<file path="src/rtl/vga_sink_pkg.sv">
// rtl/vga_sink_pkg.sv - shared types, screen geometry and address helper for the plot sink
package vga_sink_pkg;

    localparam logic [7:0] SCREEN_W = 8'd160;
    localparam logic [6:0] SCREEN_H = 7'd120;
    localparam int         FB_DEPTH = 19200;
    localparam int         FB_AW    = 15;
    localparam logic [FB_AW-1:0] FB_LAST = 15'(FB_DEPTH - 1);

    typedef struct packed {
        logic [7:0] x;
        logic [6:0] y;
        logic [2:0] colour;
    } plot_t;

    typedef enum logic [1:0] {IDLE, FILL, DONE} fill_state_t;

    // y*160 + x without a multiplier
    function automatic logic [FB_AW-1:0] fb_addr(input logic [7:0] x, input logic [6:0] y);
        return {1'b0, y, 7'b0} + {3'b0, y, 5'b0} + {7'b0, x};
    endfunction

    function automatic logic on_screen(input logic [7:0] x, input logic [6:0] y);
        return (x < SCREEN_W) && (y < SCREEN_H);
    endfunction

endpackage

</file>
<file path="src/rtl/plot_fifo.sv">
// rtl/plot_fifo.sv - synchronous FIFO of plot requests with a registered occupancy count
module plot_fifo
    import vga_sink_pkg::*;
#(
    parameter int DEPTH = 8
) (
    input  logic                   clk,
    input  logic                   rst_n,
    input  logic                   push,
    input  plot_t                  din,
    input  logic                   pop,
    output plot_t                  dout,
    output logic                   full,
    output logic                   empty,
    output logic [$clog2(DEPTH):0] count
);
    localparam int AW = $clog2(DEPTH);

    plot_t         mem [DEPTH];
    logic [AW-1:0] wr_ptr;
    logic [AW-1:0] rd_ptr;
    logic          do_push;
    logic          do_pop;

    assign full    = (count == (AW + 1)'(DEPTH));
    assign empty   = (count == '0);
    assign do_push = push && !full;
    assign do_pop  = pop && !empty;
    assign dout    = mem[rd_ptr];

    always_ff @(posedge clk or negedge rst_n) begin
        if (!rst_n) begin
            wr_ptr <= '0;
            rd_ptr <= '0;
            count  <= '0;
        end else begin
            if (do_push) wr_ptr <= wr_ptr + 1'b1;
            if (do_pop)  rd_ptr <= rd_ptr + 1'b1;
            case ({do_push, do_pop})
                2'b10:   count <= count + 1'b1;
                2'b01:   count <= count - 1'b1;
                default: count <= count;
            endcase
        end
    end

    always_ff @(posedge clk) begin
        if (do_push) mem[wr_ptr] <= din;
    end

endmodule

</file>
<file path="src/rtl/vga_plot_sink.sv">
// rtl/vga_plot_sink.sv - plot stream sink: FIFO, range check, fill FSM and scan-priority RAM port
module vga_plot_sink
    import vga_sink_pkg::*;
#(
    parameter int FIFO_DEPTH = 8
) (
    input  logic             clk,
    input  logic             rst_n,
    input  logic [7:0]       vga_x,
    input  logic [6:0]       vga_y,
    input  logic [2:0]       vga_colour,
    input  logic             vga_plot,
    output logic             plot_ready,
    input  logic             scan_req,
    input  logic [7:0]       scan_x,
    input  logic [6:0]       scan_y,
    output logic             scan_valid,
    output logic [2:0]       scan_colour,
    input  logic             fill_start,
    input  logic [2:0]       fill_colour,
    output logic             fill_done,
    output logic             busy,
    output logic             overflow,
    output logic [15:0]      drop_count,
    output logic [FB_AW-1:0] mem_addr,
    output logic [2:0]       mem_wdata,
    output logic             mem_we,
    input  logic [2:0]       mem_rdata
);
    localparam int CW = $clog2(FIFO_DEPTH) + 1;

    fill_state_t      state_q, state_d;
    logic [FB_AW-1:0] fill_addr_q, fill_addr_d;
    logic [2:0]       fill_colour_q, fill_colour_d;
    plot_t            plot_in, head;
    logic             fifo_full, fifo_empty, fifo_pop;
    logic [CW-1:0]    fifo_count;
    logic             scan_hit, scan_hit_q;
    logic             plot_ok, plot_accept, plot_push;

    assign plot_in     = '{x: vga_x, y: vga_y, colour: vga_colour};
    assign plot_ready  = !fifo_full;
    assign plot_ok     = on_screen(vga_x, vga_y);
    assign plot_accept = vga_plot && plot_ready;
    assign plot_push   = plot_accept && plot_ok;
    assign scan_hit    = scan_req && on_screen(scan_x, scan_y);

    plot_fifo #(.DEPTH(FIFO_DEPTH)) u_fifo (
        .clk   (clk),
        .rst_n (rst_n),
        .push  (plot_push),
        .din   (plot_in),
        .pop   (fifo_pop),
        .dout  (head),
        .full  (fifo_full),
        .empty (fifo_empty),
        .count (fifo_count)
    );

    // Port arbitration (scan > fill > drain) and fill sequencing share one decision
    always_comb begin
        state_d       = state_q;
        fill_addr_d   = fill_addr_q;
        fill_colour_d = fill_colour_q;
        mem_addr      = '0;
        mem_wdata     = '0;
        mem_we        = 1'b0;
        fifo_pop      = 1'b0;

        if (scan_hit) begin
            mem_addr = fb_addr(scan_x, scan_y);
        end else if (state_q == FILL) begin
            mem_addr  = fill_addr_q;
            mem_wdata = fill_colour_q;
            mem_we    = 1'b1;
        end else if (state_q == IDLE && !fifo_empty) begin
            fifo_pop  = 1'b1;
            mem_addr  = fb_addr(head.x, head.y);
            mem_wdata = head.colour;
            mem_we    = 1'b1;
        end

        case (state_q)
            IDLE: begin
                if (fill_start) begin
                    state_d       = FILL;
                    fill_addr_d   = '0;
                    fill_colour_d = fill_colour;
                end
            end
            FILL: begin
                if (!scan_hit) begin
                    if (fill_addr_q == FB_LAST) state_d = DONE;
                    else                        fill_addr_d = fill_addr_q + 1'b1;
                end
            end
            DONE:    state_d = IDLE;
            default: state_d = IDLE;
        endcase
    end

    assign fill_done   = (state_q == DONE);
    assign busy        = (fifo_count != '0) || (state_q != IDLE);
    assign scan_colour = scan_hit_q ? mem_rdata : 3'b000;

    always_ff @(posedge clk or negedge rst_n) begin
        if (!rst_n) begin
            state_q       <= IDLE;
            fill_addr_q   <= '0;
            fill_colour_q <= '0;
            scan_valid    <= 1'b0;
            scan_hit_q    <= 1'b0;
            overflow      <= 1'b0;
            drop_count    <= '0;
        end else begin
            state_q       <= state_d;
            fill_addr_q   <= fill_addr_d;
            fill_colour_q <= fill_colour_d;
            scan_valid    <= scan_req;
            scan_hit_q    <= scan_hit;
            if (vga_plot && !plot_ready) overflow <= 1'b1;
            if (plot_accept && !plot_ok && drop_count != 16'hFFFF)
                drop_count <= drop_count + 1'b1;
        end
    end

endmodule
</file>
<file path="config.mk">
export PLATFORM = sky130hd
export DESIGN_NAME = vga_plot_sink
export DESIGN_NICKNAME = d
export VERILOG_FILES = /design/src/rtl/vga_sink_pkg.sv /design/src/rtl/plot_fifo.sv /design/src/rtl/vga_plot_sink.sv
export SDC_FILE = /design/constraint.sdc
export NUM_CORES = 1
export LEC_CHECK = 0
export BUFFER_PORTS_ARGS = -buffer_cell sky130_fd_sc_hd__buf_2
export CORE_ASPECT_RATIO = 0.8
export CORE_UTILIZATION = 30
export DETAILED_ROUTE_END_ITERATION = 7
export REMOVE_ABC_BUFFERS = 1
export SLEW_MARGIN = 20
export SYNTH_ARGS = -nofsm -noshare
export SYNTH_HDL_FRONTEND = slang
export SYNTH_SLANG_ARGS = --single-unit
export TNS_END_PERCENT = 100
</file>
<file path="constraint.sdc">
create_clock -name clk -period 4 [get_ports clk]
set_input_delay 0.6 -clock clk [delete_from_list [all_inputs] [get_ports clk]]
set_output_delay 0.6 -clock clk [all_outputs]
set_load 0.02 [all_outputs]
</file>
**Word-level counts from Yosys, hierarchy flattened**

Memories as Yosys holds them, arrays and structs flattened.
Cells that the tools add are included.

- Register bits: 49
- Word-level logic and storage cells: 83
- Memory bits (writable): 144
- Bits in latches: 0
- Memories kept: 1
- Bits in read-only memories: 0

Memories:

| name | depth | width | read ports | clocked after Yosys merged registers in | wr ports | line | RTL |
|---|---|---|---|---|---|---|---|
| u_fifo.mem | 8 | 18 | 1 | 0 | 1 | plot_fifo.sv:19 | `plot_t mem [DEPTH];` |

- $add $sub $neg: 10
- Divide/modulo/power cells: 0
- Multiply operators: 0
- Shifts and indexed selects: 0
- Equality and inequality tests: 11
- Reductions and logical operators: 24
- Mux-type cells: 23
- Bitwise gates (word level): 0
- Order comparisons: 4

Operators with widths:

| operator | count |
|---|---|
| two-way mux 15 bit | 6 |
| adder 14 x 12 -> 15 bit | 2 |
| adder 15 x 8 -> 15 bit | 2 |
| one-hot mux 15 bit (2 select lines) | 1 |
| adder 16 x 1 -> 16 bit (second input constant) | 1 |
| less-than comparator 8 bit (second input constant) | 2 |
| != test 16 bit (second input constant) | 1 |
| adder 15 x 1 -> 15 bit (second input constant) | 1 |
| == test 15 bit (second input constant) | 1 |
| less-than comparator 7 bit (second input constant) | 2 |
| two-way mux 3 bit | 4 |
| logical AND 1 bit | 11 |
| one-hot mux 4 bit (2 select lines) | 1 |
| two-way mux 1 bit | 7 |
| adder 3 x 1 -> 3 bit (second input constant) | 2 |
| two-way mux 2 bit | 3 |
| != test 2 bit (second input constant) | 3 |
| nonzero test 2 bit | 3 |
| adder 4 x 1 -> 4 bit (second input constant) | 1 |
| == test 2 x 1 -> 1 bit (second input constant) | 2 |
| == test 2 bit (second input constant) | 2 |
| == test 4 bit (second input constant) | 1 |
| logical NOT 4 bit | 1 |
| one-hot mux 2 bit (2 select lines) | 1 |
| 9 further kinds | 11 |

**Logic depth before layout (Yosys ltp)**

Gate-level depths: netlist of run 1.

- Depth after elaboration: 9
- Depth in mapped cells: 15

**Hierarchy**

From an unflattened synthesis of run 1, not the netlist that was laid out.

- Cell total of the unflattened synthesis: 635
- Area total of the unflattened synthesis: 9275.1 um2

By module, submodules not included:

| module | area an instance (um2) | seq. area each (um2) | times used | cells an instance |
|---|---|---|---|---|
| plot_fifo | 6155.9 | 4574.4 | 1 | 275 |
| vga_plot_sink | 3119.2 | 975.9 | 1 | 360 |

**Worst setup path before layout of run 1**

OpenSTA, ideal clock, no wires.

- Path kind: register -> output
- Start: reg u_fifo.rd_ptr[0]
- End: out mem_addr[10]
- Buffers on the path: 3
- Arrival time: 3739 ps
- Path slack: -339 ps
- Stages on the path, launching flop included: 13
- Data required time: 3400 ps
- Cell sequence: dfrtp_1 buf_4 buf_4 buf_2 mux4_2 mux2i_1 fa_1 fa_1 nor2b_1 o21ai_0 a211oi_1 a21oi_1 a21boi_0

- Cells in the longest elaborated chain, start to end: 6

RTL lines:

| element | line | RTL |
|---|---|---|
| from (decl) | plot_fifo.sv:21 | `logic [AW-1:0] rd_ptr;` |
| from (signal assigned) | plot_fifo.sv:38 | `if (do_pop) rd_ptr <= rd_ptr + 1'b1;` |
| memory read (8 x 18 bit) (*) | n/a |  |
| adder 14 x 12 -> 15 bit | vga_sink_pkg.sv:20 | `return {1'b0, y, 7'b0} + {3'b0, y, 5'b0} + {7'b0, x};` |
| adder 15 x 8 -> 15 bit (*) | vga_sink_pkg.sv:20 |  |
| two-way mux 15 bit (*) | vga_plot_sink.sv:76 | `end else if (state_q == IDLE && !fifo_empty) begin` |
| two-way mux 15 bit (*) | vga_plot_sink.sv:72 | `end else if (state_q == FILL) begin` |
| two-way mux 15 bit (*) | vga_plot_sink.sv:70 | `if (scan_hit) begin` |
| to (decl) | vga_plot_sink.sv:25 | `output logic [FB_AW-1:0] mem_addr,` |

Mark *: on every way between the ends. The rest lies on a longest branch, timed or not.

**Worst setup path after layout of run 1**

- Start: reg u_fifo.rd_ptr[0]
- End: out mem_addr[13]

The elaborated chain is that of the path after synthesis.

==> results of run 1 <==
state kept, by name, summed over array words and instances, names as in the netlist:
signal and flops:
overflow 1, scan_hit_q 1, fill_addr_q 15, state_q 2
u_fifo.rd_ptr 3, drop_count 16, scan_valid 1, fill_colour_q 3
u_fifo.mem 144, u_fifo.count 4, u_fifo.wr_ptr 3
worst max path at each step:
stage	startpoint	endpoint	slack, ns	depth (start not counted)
global route	u_fifo.rd_ptr[0]	mem_addr[13]	-0.38	13
CTS	u_fifo.rd_ptr[0]	mem_addr[13]	-0.29	11
global placement	u_fifo.rd_ptr[0]	mem_addr[14]	0.09	13
finish	u_fifo.rd_ptr[0]	mem_addr[13]	-0.26	12
detailed placement	u_fifo.rd_ptr[0]	mem_addr[10]	0.02	13
floorplan	u_fifo.rd_ptr[0]	mem_addr[10]	-0.95	9
cell families after synthesis:
family	synth area share
buffers and inverters	0.0199
adders and majority gates	0.0572
muxes	0.117
and+or+nand+nor	0.0869
DFF	0.619
AOI/OAI and AO/OA	0.0682
xor gates and xnor gates	0.0322
Yosys cell counts (all sizes together) (2+ instances only):
cell type    n
edfxtp     144
dfrtp       49
nand2       43
mux4        36
ha          33
nor2        33
a21oi       30
xnor2       25
o21ai       22
inv         18
mux2i       15
nand4       15
buf         12
clkbuf      11
nand3        9
and3         8
mux2         8
nor3         8
or3          8
xor2         8
o21bai       6
a211oi       5
fa           5
nand2b       5
o31ai        5
a21o         4
a221oi       4
and2         4
nor2b        4
nor4         4
a31oi        3
or2          3
or4          3
a21boi       2
a41o         2
nor3b        2
o211ai       2
o221ai       2
placed cells by master (no fill, tap or decap), types with 3 or more instances in the layout:
| cell type | count |
|---|---|
| buf_12 | 5 |
| o21bai_1 | 6 |
| a211oi_1 | 3 |
| o31ai_1 | 5 |
| a21oi_1 | 28 |
| xor2_1 | 8 |
| a21o_1 | 4 |
| nand4_1 | 15 |
| nand2_1 | 43 |
| a221oi_1 | 4 |
| ha_1 | 23 |
| or3_1 | 8 |
| and3_1 | 8 |
| and2_1 | 4 |
| mux2i_1 | 12 |
| clkbuf_16 | 17 |
| mux2_4 | 4 |
| o21ai_0 | 20 |
| clkinv_2 | 3 |
| mux2_2 | 4 |
| dfrtp_1 | 47 |
| inv_1 | 16 |
| nand2b_1 | 5 |
| mux4_2 | 36 |
| xnor2_1 | 25 |
| nand3_1 | 9 |
| buf_4 | 30 |
| nor2b_1 | 3 |
| edfxtp_1 | 144 |
| buf_2 | 80 |
| fa_1 | 3 |
| nor3_1 | 5 |
| a31oi_1 | 3 |
| or4_1 | 3 |
| buf_6 | 4 |
| ha_4 | 10 |
| nor2_1 | 33 |
| nor3_2 | 3 |
| bufinv_16 | 3 |
worst max-delay path, delay by kind of cell (launching register included):
kind,cells,cell delay (ns)
AOI/OAI and AO/OA,4,0.82
adders and majority gates,2,0.70
buffers and inverters,3,0.44
muxes,2,0.69
DFF,1,0.45
xor gates and xnor gates,1,0.11
cell type report:
| type | instances | share of cell area |
|---|---|---|
| sequential | 193 | 0.507 |
| inverter | 18 | 0.00617 |
| timing repair buffer | 119 | 0.0704 |
| clock inverter | 14 | 0.0151 |
| antenna | 1 | 0.000228 |
| tap | 377 | 0.0431 |
| clock buffer | 17 | 0.0388 |
| multi-input combinational | 379 | 0.319 |
per-stage QoR:
| stage | hold slack [ns] | area [um^2] | utilization |
|---|---|---|---|
| after floorplan | 0.304 | 8860 | - |
| after detailed placement | 0.464 | 10100 | 0.343 |
| after global routing | 0.291 | 11000 | 0.373 |
| after global placement | 0.460 | 10100 | 0.343 |
| final | 0.281 | 11000 | 0.373 |
| after CTS | 0.281 | 10900 | 0.371 |
per-layer routing:
layer / GRT usage / share of wire / wire (um) / vias to the layer above
met5: 0 / 0.00061 / 13 / -
met4: 0.0352 / 0.0064 / 137 / 2
met3: 0.0351 / 0.051 / 1080 / 18
met2: 0.213 / 0.46 / 9690 / 114
met1: 0.209 / 0.49 / 10400 / 2846
li1: - / - / - / 2597
power by group:
part | leakage (nW) | switching [mW] | internal (mW)
combinational | 1.84 | 0.891 | 0.836
sequential | 1.92 | 0.201 | 2.40
clock | 0.286 | 0.755 | 0.980
repair_timing:
action	in CTS	in global routing
endpoints found under the hold margin	0	0
setup buffers	4	2
endpoints found under the setup margin	8	8
resized for setup	40	9
pin swaps	15	12
==> results.yml, run 1 <==
run_status:
  status: "finished with violations"
  failed_checks: "negative setup slack"
sta:
  finalCritPeriodShare: 1.07
  grt_setup_unrepaired: "yes"
  tns_ns: -1.00
  maxSlewViolCount: 0
  clock.fmax_ghz: 0.235
  max_slew.worst_pin.slew_ns: 0.898
  setup_slack_ns: -0.262
  hold_viol_final: 0
  layout_min_cycle_time_ns: 4.26
  relSlewSlack: 0.396
  setup_violations: 6
  skew_ns: 0.00872
logic_synthesis:
  synth_area_leaders: "edfxtp_1 48%, dfrtp_1 14%, mux4_2 9.0%"
  synth_edf_count: 144
  syn_inst: 613
  yosys.cell_types.count: 57
  avgSynthCellArea_um2: 14.6
  ys_ff_latch: 193
  ys_seq_area_frac: 0.619
  async_flop_share: 0.254
  netlist_area_mm2: 0.00897
  yosys.area.top_type_share: 0.482
  yosysWarnings: 0
  synth_area_leader_cell: "edfxtp_1"
  synth_ff_type: "edfxtp_1"
setup_path:
  r2r_setup_slack_ns: 0.78
  slowest_delay_ns: 0.50
  rr_startpoint: "u_fifo.count[0]"
  critPathSlowestCell: "mux4_2"
  r2r-end: "u_fifo.count[3]"
  cp.required_ns: 3.40
  critPathArrivalTime_ns: 3.66
  worstSetupStartpointType: "flop"
  cp-end-kind: "primary output"
  path_cells: "buf_12 > mux4_2 > mux2i_2 > fa_2 > inv_2 > ha_4 > a21oi_4 > o211ai_1 > o31ai_1 > xnor2_1 > o221ai_1 > buf_4"
  crit_type: "flop to primary output"
  reg2reg_depth: 11
  crit_fanout: 7
finish:
  drive_gt1_frac: 0.315
  fin_cells: 1118
  fillers: 2739
  regArea_mm2: 0.00555
  layout.nets: 810
  syn2layout_area_growth_pct: 22.1
  multiInputGateArea_mm2: 0.00350
global_route:
  grt_pass1_wl_mm: 32.6
  grt.overflow.total: 0
  grt_pass1_vias: 5482
  grt_usage: 0.144
  antenna_found_initial: 3
  grt_max_degree: 39
cts:
  htree_num_levels: 4
  cts_root_buf: "clkbuf_16"
  clk_latency_ns: 0.44
  cts.clk_slew.worst_paths_ns: 0.07
  clock_path_buffers: 2
  cts_made_buffers: 17
  cts.sinks: 193
  ctsHoldBuffers: 0
  cts_tree: "done"
placed_design:
  dp.final_hpwl_mm: 14.5
  port_buffers: 86
  gp_congestion: 0.806
  place_ws_ns: 0.0200
  dp_cells: 1080
routing:
  first_iter_violations: 325
  wl_mm: 21.3
  routed_via_density: 4.99
  post-route-drc-count: 0
  antenna_left: 0
  dr.pass1.iters: 5
  wire_per_inst_um: 19.0
  vias: 5577
power:
  p_leak_nw: 4.05
  peakVddDrop_mv: 0.357
  powerDensity_mw_per_mm2: 553
  p_total_mw: 6.06
hold_path:
  hold_path_class: "input port to async pin"
floorplan:
  fp.dieW_um: 195
  die_area_mm2: 0.0306
  rows: 56
  core_area_mm2: 0.0294
  boundaryPins: 87
  chipHeight_um: 157
  initial_utilization: 0.306
flow_run:
  max-cap-violations: 0
Note: power is estimated with default switching activity, not from simulation.
==> run 2: changes to the inputs <==
--- a/config.mk
+++ b/config.mk
@@ -6,9 +6,12 @@
 export NUM_CORES = 1
 export LEC_CHECK = 0
 export BUFFER_PORTS_ARGS = -buffer_cell sky130_fd_sc_hd__buf_2
+export CELL_PAD_IN_SITES_DETAIL_PLACEMENT = 1
+export CELL_PAD_IN_SITES_GLOBAL_PLACEMENT = 2
 export CORE_ASPECT_RATIO = 0.8
 export CORE_UTILIZATION = 30
 export DETAILED_ROUTE_END_ITERATION = 7
+export PLACE_DENSITY_LB_ADDON = 0.1
 export REMOVE_ABC_BUFFERS = 1
 export SLEW_MARGIN = 20
 export SYNTH_ARGS = -nofsm -noshare
==> run 2 against run 1 <==
The run still ends with negative setup slack left. Clock-buffer cell count is the same. Critical path depth grew 1. Register-to-register slack gained 0.06 ns. Hold slack gained 0.016 ns. Critical path type unchanged. Largest power group unchanged.
==> results.yml, run 2 (same netlist as run 1, synthesis figures left out) <==
run_status:
  status: "finished with violations"
  failed_checks: "negative setup slack"
global_route:
  grt_max_degree: 50
  grt_pass1_wl_mm: 36.8
  grt_pass1_vias: 6064
  antenna_found_initial: 0
  grt_usage: 0.163
  grt.overflow.total: 0
finish:
  fin_cells: 1129
  largest_reg_flops: 144
  layout.nets: 821
  regArea_mm2: 0.00555
  layout_commonest_cell: "edfxtp_1"
  drive_gt1_frac: 0.328
  post-route-util: 0.377
  multiInputGateArea_mm2: 0.00350
  fillers: 3011
  mostFrequentLayoutCells: "144 x edfxtp_1, 80 x buf_2, 48 x dfrtp_1"
  largest-register: "u_fifo.mem"
  num_antenna_cells: 0
  syn2layout_area_growth_pct: 23.3
  top_regs: "u_fifo.mem (144), drop_count (16), fill_addr_q (15)"
routing:
  met1_length_mm: 11.9
  post-route-drc-count: 0
  dr.pass1.iters: 4
  wl_met3_um: 639
  wl_met2_mm: 11.3
  wl_mm: 24.0
  first_iter_violations: 292
  wire_per_inst_um: 21.2
  top_layer: "met4"
  routed_via_density: 4.95
  vias: 5587
  antenna_left: 0
placed_design:
  port_buffers: 86
  dp_cells: 1090
  place_ws_ns: -0.0981
  gp_congestion: 0.752
  dp.final_hpwl_mm: 16.3
cts:
  cts_tree: "done"
  cts_made_buffers: 17
  htree_num_levels: 4
  clock_path_buffers: 2
  cts_root_buf: "clkbuf_16"
  cts.sinks: 193
  clk_latency_ns: 0.44
  cts.clk_slew.worst_paths_ns: 0.08
floorplan:
  rows: 56
  core_area_mm2: 0.0294
  die_area_mm2: 0.0306
  fp.dieW_um: 195
  boundaryPins: 87
  initial_utilization: 0.306
  chipHeight_um: 157
setup_path:
  crit_fanout: 5
  critPathSlowestCell: "mux4_2"
  crit_family: "multiplexers"
  worstSetupStartpointType: "flop"
  critPathArrivalTime_ns: 3.78
  crit_type: "flop to primary output"
  rr_startpoint: "u_fifo.count[0]"
  slowest_delay_ns: 0.50
  cp.required_ns: 3.40
  cp-startpoint: "u_fifo.rd_ptr[0]"
  cp-end-kind: "primary output"
  path_buf_inv: 3
  cp_common_cell: "ha_4"
  path_cells: "buf_6 > mux4_2 > mux2_4 > ha_4 > ha_4 > inv_1 > fa_2 > nor2b_2 > o31a_1 > o22ai_2 > o21ba_2 > o221ai_2 > buf_4"
power:
  p_total_mw: 6.19
  powerDensity_mw_per_mm2: 560
  peakVddDrop_mv: 0.320
  p_leak_nw: 4.10
sta:
  grt_setup_unrepaired: "yes"
  maxSlewViolCount: 0
  relSlewSlack: 0.481
  setup_violations: 7
  hold_viol_final: 0
  max_slew.worst_pin.slew_ns: 0.772
  clock.fmax_ghz: 0.228
  tns_ns: -1.68
  setup_slack_ns: -0.377
  finalCritPeriodShare: 1.09
  layout_min_cycle_time_ns: 4.38
  skew_ns: 0.00917
hold_path:
  hold_path_class: "input port to async pin"
flow_run:
  max-cap-violations: 0
[run 2: changes by cell type in the layout (fill, tap and decap cells not counted), moves of 2 or more]
cell / delta
buf_4: +9
buf_8: +2
clkinv_2: -2
inv_8: +2
[run 2: through the flow]
stage	area, um^2	hold WS, ns
2_1_floorplan	8860	0.304
3_3_place_gp	10100	0.464
3_5_place_dp	10100	0.474
4_1_cts	10800	0.280
5_1_grt	11100	0.285
6_report	11100	0.297
[run 2: timing repair]
action,in CTS,in global routing
setup buffers,2,5
hold endpoints to repair,0,0
gates resized for setup,11,40
setup endpoints to repair,8,8
hold buffers,0,0
pin swaps,6,14
[run 2: report_power, final]
| part | internal, mW | switching [mW] |
|---|---|---|
| Combinational | 0.875 | 0.952 |
| Sequential | 2.40 | 0.206 |
| Clock | 0.942 | 0.818 |
| Total | 4.21 | 1.98 |
[run 2: layer usage]
layer	vias up	GRT usage
met5	-	0
met4	0	0.0292
met3	12	0.0336
met2	65	0.256
met1	2893	0.234
li1	2617	-
[run 2: layout make-up]
class                   count  area share
flip-flops and latches    193       0.502
clock inverters            15      0.0160
multi-input cells         379       0.316
clock buffers              17      0.0385
well taps                 377      0.0426
repair buffers            130      0.0785
inverters                  18     0.00611
[run 2: path summary, 6_finish.rpt]
check	to	slack, ns	depth (start not counted)
max	mem_addr[14]	-0.38	13
min	fill_addr_q[10]	0.30	2
max reg2reg	u_fifo.count[3]	0.84	11
min reg2reg	fill_colour_q[0]	0.49	2
max in group asynchronous	u_fifo.rd_ptr[0]	3.20	2
min in group clk	scan_valid	0.30	1
